### src/rtl/ev22_pkg.sv
// Shared definitions for the ev22 fetch sequencer: ROM word layout,
// opcode match patterns, sequencer states and opcode classification.
package ev22_pkg;

  localparam int unsigned WORD_W = 18;
  localparam int unsigned OPC_HI = 17;
  localparam int unsigned OPC_LO = 10;
  localparam int unsigned RI_HI  = 9;
  localparam int unsigned RI_LO  = 5;
  localparam int unsigned RJ_HI  = 4;
  localparam int unsigned RJ_LO  = 0;
  localparam int unsigned IMM_W  = 10;

  // Opcode match patterns: an opcode matches when (op & MASK) == VAL
  localparam logic [7:0] OP_JMP_VAL  = 8'b0010_0000;
  localparam logic [7:0] OP_JMP_MASK = 8'b1111_1000;
  localparam logic [7:0] OP_JZE_VAL  = 8'b0010_1000;
  localparam logic [7:0] OP_JZE_MASK = 8'b1111_1000;
  localparam logic [7:0] OP_JNE_VAL  = 8'b0011_0000;
  localparam logic [7:0] OP_JNE_MASK = 8'b1111_1000;
  localparam logic [7:0] OP_JCY_VAL  = 8'b0011_1000;
  localparam logic [7:0] OP_JCY_MASK = 8'b1111_1000;
  localparam logic [7:0] OP_BSR_VAL  = 8'b0001_1100;
  localparam logic [7:0] OP_BSR_MASK = 8'b1111_1100;
  localparam logic [7:0] OP_RET_VAL  = 8'b0100_0001;
  localparam logic [7:0] OP_RET_MASK = 8'b1111_1111;
  localparam logic [7:0] OP_NOP_VAL  = 8'b0000_0000;
  localparam logic [7:0] OP_NOP_MASK = 8'b1111_1111;

  typedef enum logic [1:0] {
    FETCH = 2'd0,
    WAIT  = 2'd1,
    ISSUE = 2'd2,
    EXEC  = 2'd3
  } state_e;

  typedef enum logic [2:0] {
    K_SEQ,
    K_JMP,
    K_JZE,
    K_JNE,
    K_JCY,
    K_BSR,
    K_RET
  } op_kind_e;

  function automatic logic op_match(input logic [7:0] op,
                                    input logic [7:0] val,
                                    input logic [7:0] mask);
    return (op & mask) == val;
  endfunction

  function automatic op_kind_e op_decode(input logic [7:0] op);
    op_kind_e k;
    k = K_SEQ;
    if (op_match(op, OP_JMP_VAL, OP_JMP_MASK)) k = K_JMP;
    if (op_match(op, OP_JZE_VAL, OP_JZE_MASK)) k = K_JZE;
    if (op_match(op, OP_JNE_VAL, OP_JNE_MASK)) k = K_JNE;
    if (op_match(op, OP_JCY_VAL, OP_JCY_MASK)) k = K_JCY;
    if (op_match(op, OP_BSR_VAL, OP_BSR_MASK)) k = K_BSR;
    if (op_match(op, OP_RET_VAL, OP_RET_MASK)) k = K_RET;
    return k;
  endfunction

endpackage

### src/rtl/ev22_fetch_seq_if.sv
// ROM and decoder-side bus of the fetch sequencer.
interface ev22_fetch_seq_if
  import ev22_pkg::*;
#(
  parameter int PC_W = 10
);
  logic [PC_W-1:0]   rom_addr;
  logic [WORD_W-1:0] rom_data;
  logic [7:0]        OPCODE;
  logic [4:0]        Ri;
  logic [4:0]        Rj;
  logic              instr_valid;
  logic              stall;

  modport master (
    output rom_addr, OPCODE, Ri, Rj, instr_valid,
    input  rom_data, stall
  );

  modport slave (
    input  rom_addr, OPCODE, Ri, Rj, instr_valid,
    output rom_data, stall
  );
endinterface

### src/rtl/ev22_call_stack.sv
// Return-address stack. Entry 0 is the top; a push on a full stack
// drops the oldest (bottom) entry. Pop on empty is ignored.
module ev22_call_stack #(
  parameter int STK_DEPTH = 4,
  parameter int PC_W      = 10
) (
  input  logic            clk,
  input  logic            rst_n,
  input  logic            push_i,
  input  logic            pop_i,
  input  logic [PC_W-1:0] din_i,
  output logic [PC_W-1:0] dout_o,
  output logic            full_o,
  output logic            empty_o
);
  localparam int unsigned CNT_W = $clog2(STK_DEPTH + 1);
  localparam logic [CNT_W-1:0] FULL_CNT = CNT_W'(STK_DEPTH);

  logic [PC_W-1:0]  mem_q [STK_DEPTH];
  logic [CNT_W-1:0] cnt_q;

  assign dout_o  = mem_q[0];
  assign full_o  = (cnt_q == FULL_CNT);
  assign empty_o = (cnt_q == '0);

  // Shift-register stack: push shifts down, pop shifts up
  always_ff @(posedge clk or negedge rst_n) begin
    if (!rst_n) begin
      for (int unsigned i = 0; i < STK_DEPTH; i++) mem_q[i] <= '0;
      cnt_q <= '0;
    end else if (push_i) begin
      mem_q[0] <= din_i;
      for (int unsigned i = 1; i < STK_DEPTH; i++) mem_q[i] <= mem_q[i-1];
      if (cnt_q != FULL_CNT) cnt_q <= cnt_q + CNT_W'(1);
    end else if (pop_i && (cnt_q != '0)) begin
      for (int unsigned i = 0; i + 1 < STK_DEPTH; i++) mem_q[i] <= mem_q[i+1];
      mem_q[STK_DEPTH-1] <= '0;
      cnt_q <= cnt_q - CNT_W'(1);
    end
  end
endmodule

### src/rtl/ev22_fetch_seq.sv
// Instruction fetch sequencer: FETCH -> WAIT -> ISSUE -> EXEC, with
// conditional jumps, relative subroutine calls and a return stack.
module ev22_fetch_seq
  import ev22_pkg::*;
#(
  parameter int PC_W      = 10,
  parameter int STK_DEPTH = 4
) (
  input  logic                 clk,
  input  logic                 rst_n,
  ev22_fetch_seq_if.master     bus,
  input  logic                 w_zero,
  input  logic                 w15,
  input  logic                 cy,
  output logic                 stk_ovf,
  output logic                 stk_unf
);
  state_e            state_q;
  logic [PC_W-1:0]   pc_q;
  logic [PC_W-1:0]   pc_d;
  logic [WORD_W-1:0] ir_q;
  logic              iv_q;
  logic              ovf_q;
  logic              unf_q;

  op_kind_e          kind;
  logic [IMM_W-1:0]  imm;
  logic [PC_W-1:0]   pc_inc;
  logic [PC_W-1:0]   target;
  logic [PC_W-1:0]   offset;
  logic              exec;
  logic              push;
  logic              pop;
  logic              unf_hit;
  logic [PC_W-1:0]   stk_dout;
  logic              stk_full;
  logic              stk_empty;

  // PC only changes at the end of EXEC, so it can drive the ROM directly
  assign bus.rom_addr    = pc_q;
  assign bus.OPCODE      = ir_q[OPC_HI:OPC_LO];
  assign bus.Ri          = ir_q[RI_HI:RI_LO];
  assign bus.Rj          = ir_q[RJ_HI:RJ_LO];
  assign bus.instr_valid = iv_q;
  assign stk_ovf         = ovf_q;
  assign stk_unf         = unf_q;

  // Next-PC and stack control from the captured opcode and live flags
  always_comb begin
    kind    = op_decode(ir_q[OPC_HI:OPC_LO]);
    imm     = ir_q[IMM_W-1:0];
    exec    = (state_q == EXEC);
    pc_inc  = pc_q + PC_W'(1);
    target  = PC_W'(imm);
    offset  = PC_W'($signed(imm));
    pc_d    = pc_inc;
    push    = 1'b0;
    pop     = 1'b0;
    unf_hit = 1'b0;
    case (kind)
      K_JMP: pc_d = target;
      K_JZE: pc_d = w_zero ? target : pc_inc;
      K_JNE: pc_d = !w15   ? target : pc_inc;
      K_JCY: pc_d = cy     ? target : pc_inc;
      K_BSR: begin
        pc_d = pc_q + offset;
        push = exec;
      end
      K_RET: begin
        if (stk_empty) begin
          unf_hit = exec;
        end else begin
          pc_d = stk_dout;
          pop  = exec;
        end
      end
      default: pc_d = pc_inc;
    endcase
  end

  ev22_call_stack #(
    .STK_DEPTH (STK_DEPTH),
    .PC_W      (PC_W)
  ) u_stack (
    .clk     (clk),
    .rst_n   (rst_n),
    .push_i  (push),
    .pop_i   (pop),
    .din_i   (pc_inc),
    .dout_o  (stk_dout),
    .full_o  (stk_full),
    .empty_o (stk_empty)
  );

  // Sequencer FSM with PC, instruction register and sticky stack flags
  always_ff @(posedge clk or negedge rst_n) begin
    if (!rst_n) begin
      state_q <= FETCH;
      pc_q    <= '0;
      ir_q    <= '0;
      iv_q    <= 1'b0;
      ovf_q   <= 1'b0;
      unf_q   <= 1'b0;
    end else begin
      case (state_q)
        FETCH: state_q <= WAIT;
        WAIT: begin
          ir_q    <= bus.rom_data;
          iv_q    <= 1'b1;
          state_q <= ISSUE;
        end
        ISSUE: begin
          if (!bus.stall) begin
            iv_q    <= 1'b0;
            state_q <= EXEC;
          end
        end
        EXEC: begin
          pc_q    <= pc_d;
          ovf_q   <= ovf_q | (push & stk_full);
          unf_q   <= unf_q | unf_hit;
          state_q <= FETCH;
        end
        default: state_q <= FETCH;
      endcase
    end
  end
endmodule

### src/flat_wrapper.sv
// flat-port wrapper written by rule: the top's interface ports become plain ports
module ev22_fetch_seq_flat import ev22_pkg::*;
#(
  parameter int PC_W      = 10,
  parameter int STK_DEPTH = 4
)
  (clk, rst_n, w_zero, w15, cy, stk_ovf, stk_unf, bus_rom_addr, bus_OPCODE, bus_Ri, bus_Rj, bus_instr_valid, bus_rom_data, bus_stall);
  ev22_fetch_seq_if #(.PC_W(PC_W)) bus_i ();
  input  logic clk;
  input  logic rst_n;
  input  logic w_zero;
  input  logic w15;
  input  logic cy;
  output logic stk_ovf;
  output logic stk_unf;
  output wire logic [$bits(bus_i.rom_addr)-1:0] bus_rom_addr;
  output wire logic [$bits(bus_i.OPCODE)-1:0] bus_OPCODE;
  output wire logic [$bits(bus_i.Ri)-1:0] bus_Ri;
  output wire logic [$bits(bus_i.Rj)-1:0] bus_Rj;
  output wire logic [$bits(bus_i.instr_valid)-1:0] bus_instr_valid;
  input wire logic [$bits(bus_i.rom_data)-1:0] bus_rom_data;
  input wire logic [$bits(bus_i.stall)-1:0] bus_stall;
  assign bus_rom_addr = bus_i.rom_addr;
  assign bus_OPCODE = bus_i.OPCODE;
  assign bus_Ri = bus_i.Ri;
  assign bus_Rj = bus_i.Rj;
  assign bus_instr_valid = bus_i.instr_valid;
  assign bus_i.rom_data = bus_rom_data;
  assign bus_i.stall = bus_stall;
  ev22_fetch_seq #(.PC_W(PC_W), .STK_DEPTH(STK_DEPTH)) u_core (.clk(clk), .rst_n(rst_n), .bus(bus_i), .w_zero(w_zero), .w15(w15), .cy(cy), .stk_ovf(stk_ovf), .stk_unf(stk_unf));
endmodule
### config.mk
export PLATFORM = sky130hd
export DESIGN_NAME = ev22_fetch_seq_flat
export DESIGN_NICKNAME = d
export VERILOG_FILES = /design/src/rtl/ev22_pkg.sv /design/src/rtl/ev22_fetch_seq_if.sv /design/src/rtl/ev22_call_stack.sv /design/src/rtl/ev22_fetch_seq.sv /design/src/flat_wrapper.sv
export SDC_FILE = /design/constraint.sdc
export NUM_CORES = 1
export LEC_CHECK = 0
export BUFFER_PORTS_ARGS = -buffer_cell sky130_fd_sc_hd__clkbuf_2
export CAP_MARGIN = 20
export CORE_MARGIN = 2
export CORE_UTILIZATION = 30
export DETAILED_ROUTE_END_ITERATION = 10
export SLEW_MARGIN = 20
export SYNTH_ARGS = -nofsm -noshare
export SYNTH_HDL_FRONTEND = slang
export SYNTH_HIERARCHICAL = 1
export SYNTH_SLANG_ARGS = --single-unit
export TNS_END_PERCENT = 50
### constraint.sdc
create_clock -name clk -period 2.7 [get_ports clk]
set_input_delay 0.54 -clock clk [delete_from_list [all_inputs] [get_ports clk]]
set_output_delay 0.54 -clock clk [all_outputs]
set_load 0.005 [all_outputs]
# Word-level counts from Yosys, hierarchy flattened

Cells that the tools add are included.

Add/subtract/negate cells: 4
Equal/unequal tests: 19
Multiplexer cells: 25
Bitwise logic cells: 3
Reduce and logical (&&, ||, !) cells: 8

Operator list:

| kind                  | number |
|---|---|
| $mux 40               | 2 |
| $pmux 10 s6           | 1 |
| $mux 10               | 4 |
| $mux 3                | 8 |
| $eq 5x3->1 const B    | 4 |
| $eq 3x3->1 const B    | 4 |
| $add 10x1->10 const B | 1 |
| $add 10x10->10        | 1 |
| $eq 8x7->1 const B    | 1 |
| $pmux 2 s4            | 1 |
| $mux 1                | 7 |
| $eq 3x2->1 const B    | 2 |
| $eq 6x3->1 const B    | 1 |
| $eq 2x2->1 const B    | 2 |
| $ne 2x2->1 const B    | 2 |
| $reduce_and 2->1      | 2 |
| $reduce_bool 2->1     | 2 |
| $add 3x1->3 const B   | 1 |
| $eq 3x1->1 const B    | 1 |
| $logic_not 3->1       | 1 |
| $ne 3x3->1 const B    | 1 |
| $reduce_bool 3->1     | 1 |
| $sub 3x1->3 const B   | 1 |
| $eq 2x1->1 const B    | 1 |
| other kinds (6)       | 7 |

Register bits after elaboration: 76
Input port bits: 24
Output and inout bits: 31
Logic and storage cells: 70

# Depth between registers and ports, before layout

Word-level depth: 12
Gate-level depth with buffers: 10
Mapped depth without buffers: 8

# Modules after synthesis

Netlist, hierarchy kept.

By module, submodules not included:

| module          | instances | cells each | area an instance (µm²) | sequential area each (µm²) |
|---|---|---|---|---|
| ev22_fetch_seq  | 1         | 276        | 2,538.7                | 825.8 |
| ev22_call_stack | 1         | 210        | 2,082.0                | 1,076.0 |

# Worst setup path before layout

Ideal clock, no wire load.

Kind: register to register
From: reg u_core.ir_q[15]
To: reg u_core.u_stack.cnt_q[2]
Library setup time: 125 ps
Data arrival time: 2,672 ps
Required time: 2,575 ps
Slack: -96 ps
Cell stages (with the launch flop): 10
Buffers on the path: 2
Period minus slack after synthesis: 2,796 ps
Path through: dfrtp_1 buf_4 or4_1 nor2_1 inv_1 clkbuf_1 fa_1 nor3b_1 a31oi_1 mux2_2

Elaborated cells between the ends (all ways): 21
Classes of those cells: eq/ne (9); mux (9); reduce/logical (3)

RTL lines:

| element                                                          | RTL line              | source |
|---|---|---|
| start, declared                                                  | ev22_fetch_seq.sv:21  | `logic [WORD_W-1:0] ir_q;` |
| start signal, assigned                                           | ev22_fetch_seq.sv:108 | `ir_q <= bus.rom_data;` |
| $eq 5x3->1                                                       | ev22_pkg.sv:50        | `return (op & mask) == val;` |
| $mux 1                                                           | ev22_pkg.sv:56        | `if (op_match(op, OP_JMP_VAL, OP_JMP_MASK)) k = K_JMP;` |
| $mux 3                                                           | ev22_pkg.sv:57        | `if (op_match(op, OP_JZE_VAL, OP_JZE_MASK)) k = K_JZE;` |
| $mux 3                                                           | ev22_pkg.sv:58        | `if (op_match(op, OP_JNE_VAL, OP_JNE_MASK)) k = K_JNE;` |
| $mux 3                                                           | ev22_pkg.sv:59        | `if (op_match(op, OP_JCY_VAL, OP_JCY_MASK)) k = K_JCY;` |
| $mux 3                                                           | ev22_pkg.sv:60        | `if (op_match(op, OP_BSR_VAL, OP_BSR_MASK)) k = K_BSR;` |
| $mux 3 *                                                         | ev22_pkg.sv:61        | `if (op_match(op, OP_RET_VAL, OP_RET_MASK)) k = K_RET;` |
| $eq 3x3->1 *                                                     | ev22_fetch_seq.sv:60  | `case (kind)` |
| $mux 1 *                                                         | ev22_fetch_seq.sv:60  |  |
| via u_core.push                                                  | ev22_fetch_seq.sv:32  | `logic push;` |
| $ne 2x2->1 (no line) / $reduce_bool 2->1 (equally long branches) | --                    |  |
| $reduce_and 2->1 (no line)                                       | --                    |  |
| end signal, assigned                                             | ev22_call_stack.sv:34 | `if (cnt_q != FULL_CNT) cnt_q <= cnt_q + CNT_W'(1);` |
| end signal, assigned                                             | ev22_call_stack.sv:38 | `cnt_q <= cnt_q - CNT_W'(1);` |
| end, declared                                                    | ev22_call_stack.sv:20 | `logic [CNT_W-1:0] cnt_q;` |

The timed path passes the listed nets; every way through them passes the cells marked *.
A chain may end at the register's enable or synchronous reset.

# Final worst setup path

From: reg u_core.ir_q[16]
To: reg u_core.u_stack.cnt_q[2]

Same word-level chain as after synthesis.

==> impl_metrics.yaml <==
outcome:
  status: "complete, no violations"
floorplan:
  rows: 45
  core_area_mm2: 0.0151
  dieArea_mm2: 0.0164
  start_util: 0.305
  die_w_um: 128
  fp.dieH_um: 128
  pin_count: 55
sta:
  rsz0062_at_grt: "no"
  finalWorstSetupSlack_ns: 0.239
  tightest_slew_ns: 0.804
  slew_violations: 0
  hold_viol: 0
  setup_viol: 0
  fin_setup_tns_ns: 0
  fin_skew_ns: 0.00644
  period_share: 0.912
  max-slew-margin-rel: 0.450
  fmax_mhz: 406
  period_needed_ns: 2.46
setup_path:
  critPathKind: "flop to flop"
  crit_required_ns: 2.92
  crit_arrival_ns: 2.68
  reg2reg_depth: 7
  crit_fanout: 4
  endpoint_kind: "flop"
  worst_setup_path_start_kind: "flop"
final_layout:
  diodes: 0
  seqCellArea_mm2: 0.00190
  finalNetCount: 567
  filler_cell_count: 1500
  multi_input_area_mm2: 0.00242
  layout-drive-gt1-share: 0.220
  area_growth_syn_to_layout_pct: 14.7
routing:
  first_pass_iters: 5
  drt_wl_total_um: 11300
  antenna_left: 0
  vias: 3849
  wl_per_cell_um: 15.8
  met1Wirelength_um: 5190
  drtIter0Drc: 317
  route.detailed.drc: 0
  routed_via_density: 5.35
  top_layer: "met4"
  met2_length_um: 5430
  wl_met3_um: 482
yosys:
  synth_top_area_cell: "dfrtp_1"
  syn_inst: 486
  synth_nets: 526
  synthXorXnorAreaFrac: 0.0209
  synth-simple-area-share: 0.163
  synth_top_area_share: 0.412
  synth_area_leaders: "dfrtp_1 (41%), nand2_1 (5.9%), a2bb2oi_1 (5.7%)"
  synth_ff_type: "dfrtp_1"
  syn-cell-area_mm2: 0.00462
  yosysMostFrequentCell: "dfrtp_1"
  avgSynthCellArea_um2: 9.51
  synthAdderAreaFrac: 0.0466
  muxShareOfSynthArea: 0.0531
  yosys_warnings: 6
  synth_top_family_by_area: "compound AO/OA/AOI/OAI gates"
  ys_ff_latch: 76
  yosysSeqAreaShare: 0.412
  synth.distinct_cells: 64
  synth_edf_count: 0
  synthTopCellsByCount: "dfrtp_1 (76), nand2_1 (73), a21oi_1 (37), a2bb2oi_1 (30), nor2_1 (26)"
  synth_compound_area_frac: 0.238
  postSynth.asyncResetShare: 1.00
clock_tree:
  path_clk_slew_ns: 0.06
  cts_resized: 0
  htree_levels: 3
  cts_root_buffer: "clkbuf_16"
  cts_buffers: 9
  cts_setup_buffers: 0
  cts.sinks: 76
  cts_tree: "yes"
  clock_path_buffers: 2
  clk_latency_ns: 0.34
  cts_hold_buf: 0
place:
  pre_cts_ws_ns: 0.280
  gp_congestion: 0.918
  io_buffers: 54
  dp_hpwl_um: 8140
grt:
  grt_pass1_vias: 3813
  grt_overflow_total: 0
  grt_max_degree: 77
  grt_pass1_wl_um: 19400
  antenna_found_initial: 0
  track_usage: 0.147
pwr:
  p_sw_mw: 2.57
  clockPowerShare: 0.194
  intPower_mw: 3.71
  comb_power_share: 0.465
  leakagePower_nw: 2.37
  power.density_mw_per_mm2: 1180
  vdd_drop_max_uv: 491
  p_seq_frac: 0.340
  p_sw_frac: 0.409
min_path:
  hp-class: "input pin to async pin"
flow_run:
  drv_cap: 0
[power by group through the flow]
stage | Clock, mW | Sequential (mW) | Combinational (mW)
after floorplan | 0 | 2.01 | 2.18
after global placement | 0 | 2.13 | 2.81
after detailed placement | 0 | 2.16 | 2.90
after CTS | 1.26 | 2.14 | 2.91
after global routing | 1.29 | 2.22 | 3.26
final | 1.22 | 2.14 | 2.92
[cells in the final DEF (no fill, tap or decap), types with 4 or more instances in the layout]
cell	instances
a31oi_1	6
ha_1	14
xnor2_1	5
nor3b_1	5
nor3_1	6
a2bb2oi_1	30
a21o_1	7
xor2_1	6
o21ai_1	10
a21oi_1	37
nand4_1	5
dfrtp_1	76
mux2_2	20
clkbuf_2	53
nor2_1	25
buf_4	16
o22ai_1	4
o21a_1	6
o21ai_0	13
a221oi_1	7
nand3_1	11
inv_1	13
clkbuf_16	9
nand2_1	73
[registers in the layout, summed over array words and instances (netlist names)]
register	count
u_core/u_stack/mem_q	30
u_core/ir_q	18
u_core/bus.rom_addr	10
u_core/u_stack/dout_o	10
u_core/u_stack/cnt_q	3
u_core/state_q	2
u_core/bus.instr_valid	1
u_core/stk_ovf	1
u_core/stk_unf	1
[worst max-delay path, cell delays in order (launching register included)]
cell and delay [ns]:
dfrtp_1 0.39, or4_1 0.63, nor2_4 0.14, inv_1 0.08, fa_1 0.46, nor3b_1 0.28
a31oi_1 0.07, mux2_2 0.29
[metrics by stage]
stage | cell area, um2 | total power, mW | util | cells | hold slack (ns)
2_1_floorplan | 4620 | 4.19 | - | 486 | 0.244
3_3_place_gp | 4990 | 4.94 | 0.330 | 704 | 0.462
3_5_place_dp | 4990 | 5.06 | 0.330 | 704 | 0.461
4_1_cts | 5300 | 6.31 | 0.350 | 720 | 0.402
5_1_grt | 5300 | 6.77 | 0.350 | 720 | 0.301
6_report | 5300 | 6.28 | 0.350 | 720 | 0.220
[area by class of cell]
type,count,share of cell area
multi-input cells,357,0.456
well taps,188,0.0444
inverters,13,0.00920
clock buffers,10,0.0451
repair buffers,70,0.0748
flip-flops and latches,76,0.359
clock inverters,6,0.0120
[logic make-up after synthesis]
group           Yosys count
mux                      22
xor+xnor                 11
buf+inv                  53
compound gates          155
simple gates            153
fa+ha+maj                16
flops                    76
[worst paths after layout]
check	startpoint	end	slack, ns
max in group asynchronous	rst_n	u_core/bus.rom_addr[4]	1.99
min in group clk	bus_rom_data[8]	u_core/ir_q[8]	0.42
max reg2reg	u_core/ir_q[16]	u_core/u_stack/cnt_q[2]	0.24
max	u_core/ir_q[16]	u_core/u_stack/cnt_q[2]	0.24
min reg2reg	u_core/stk_ovf	u_core/stk_ovf	0.47
min	rst_n	u_core/stk_ovf	0.22
[layer usage]
metal | vias to the layer above | track usage
met5 | - | 0
met4 | 0 | 0.0537
met3 | 18 | 0.0305
met2 | 93 | 0.229
met1 | 1877 | 0.202
li1 | 1861 | -
Power figures use the tool's default switching activity.
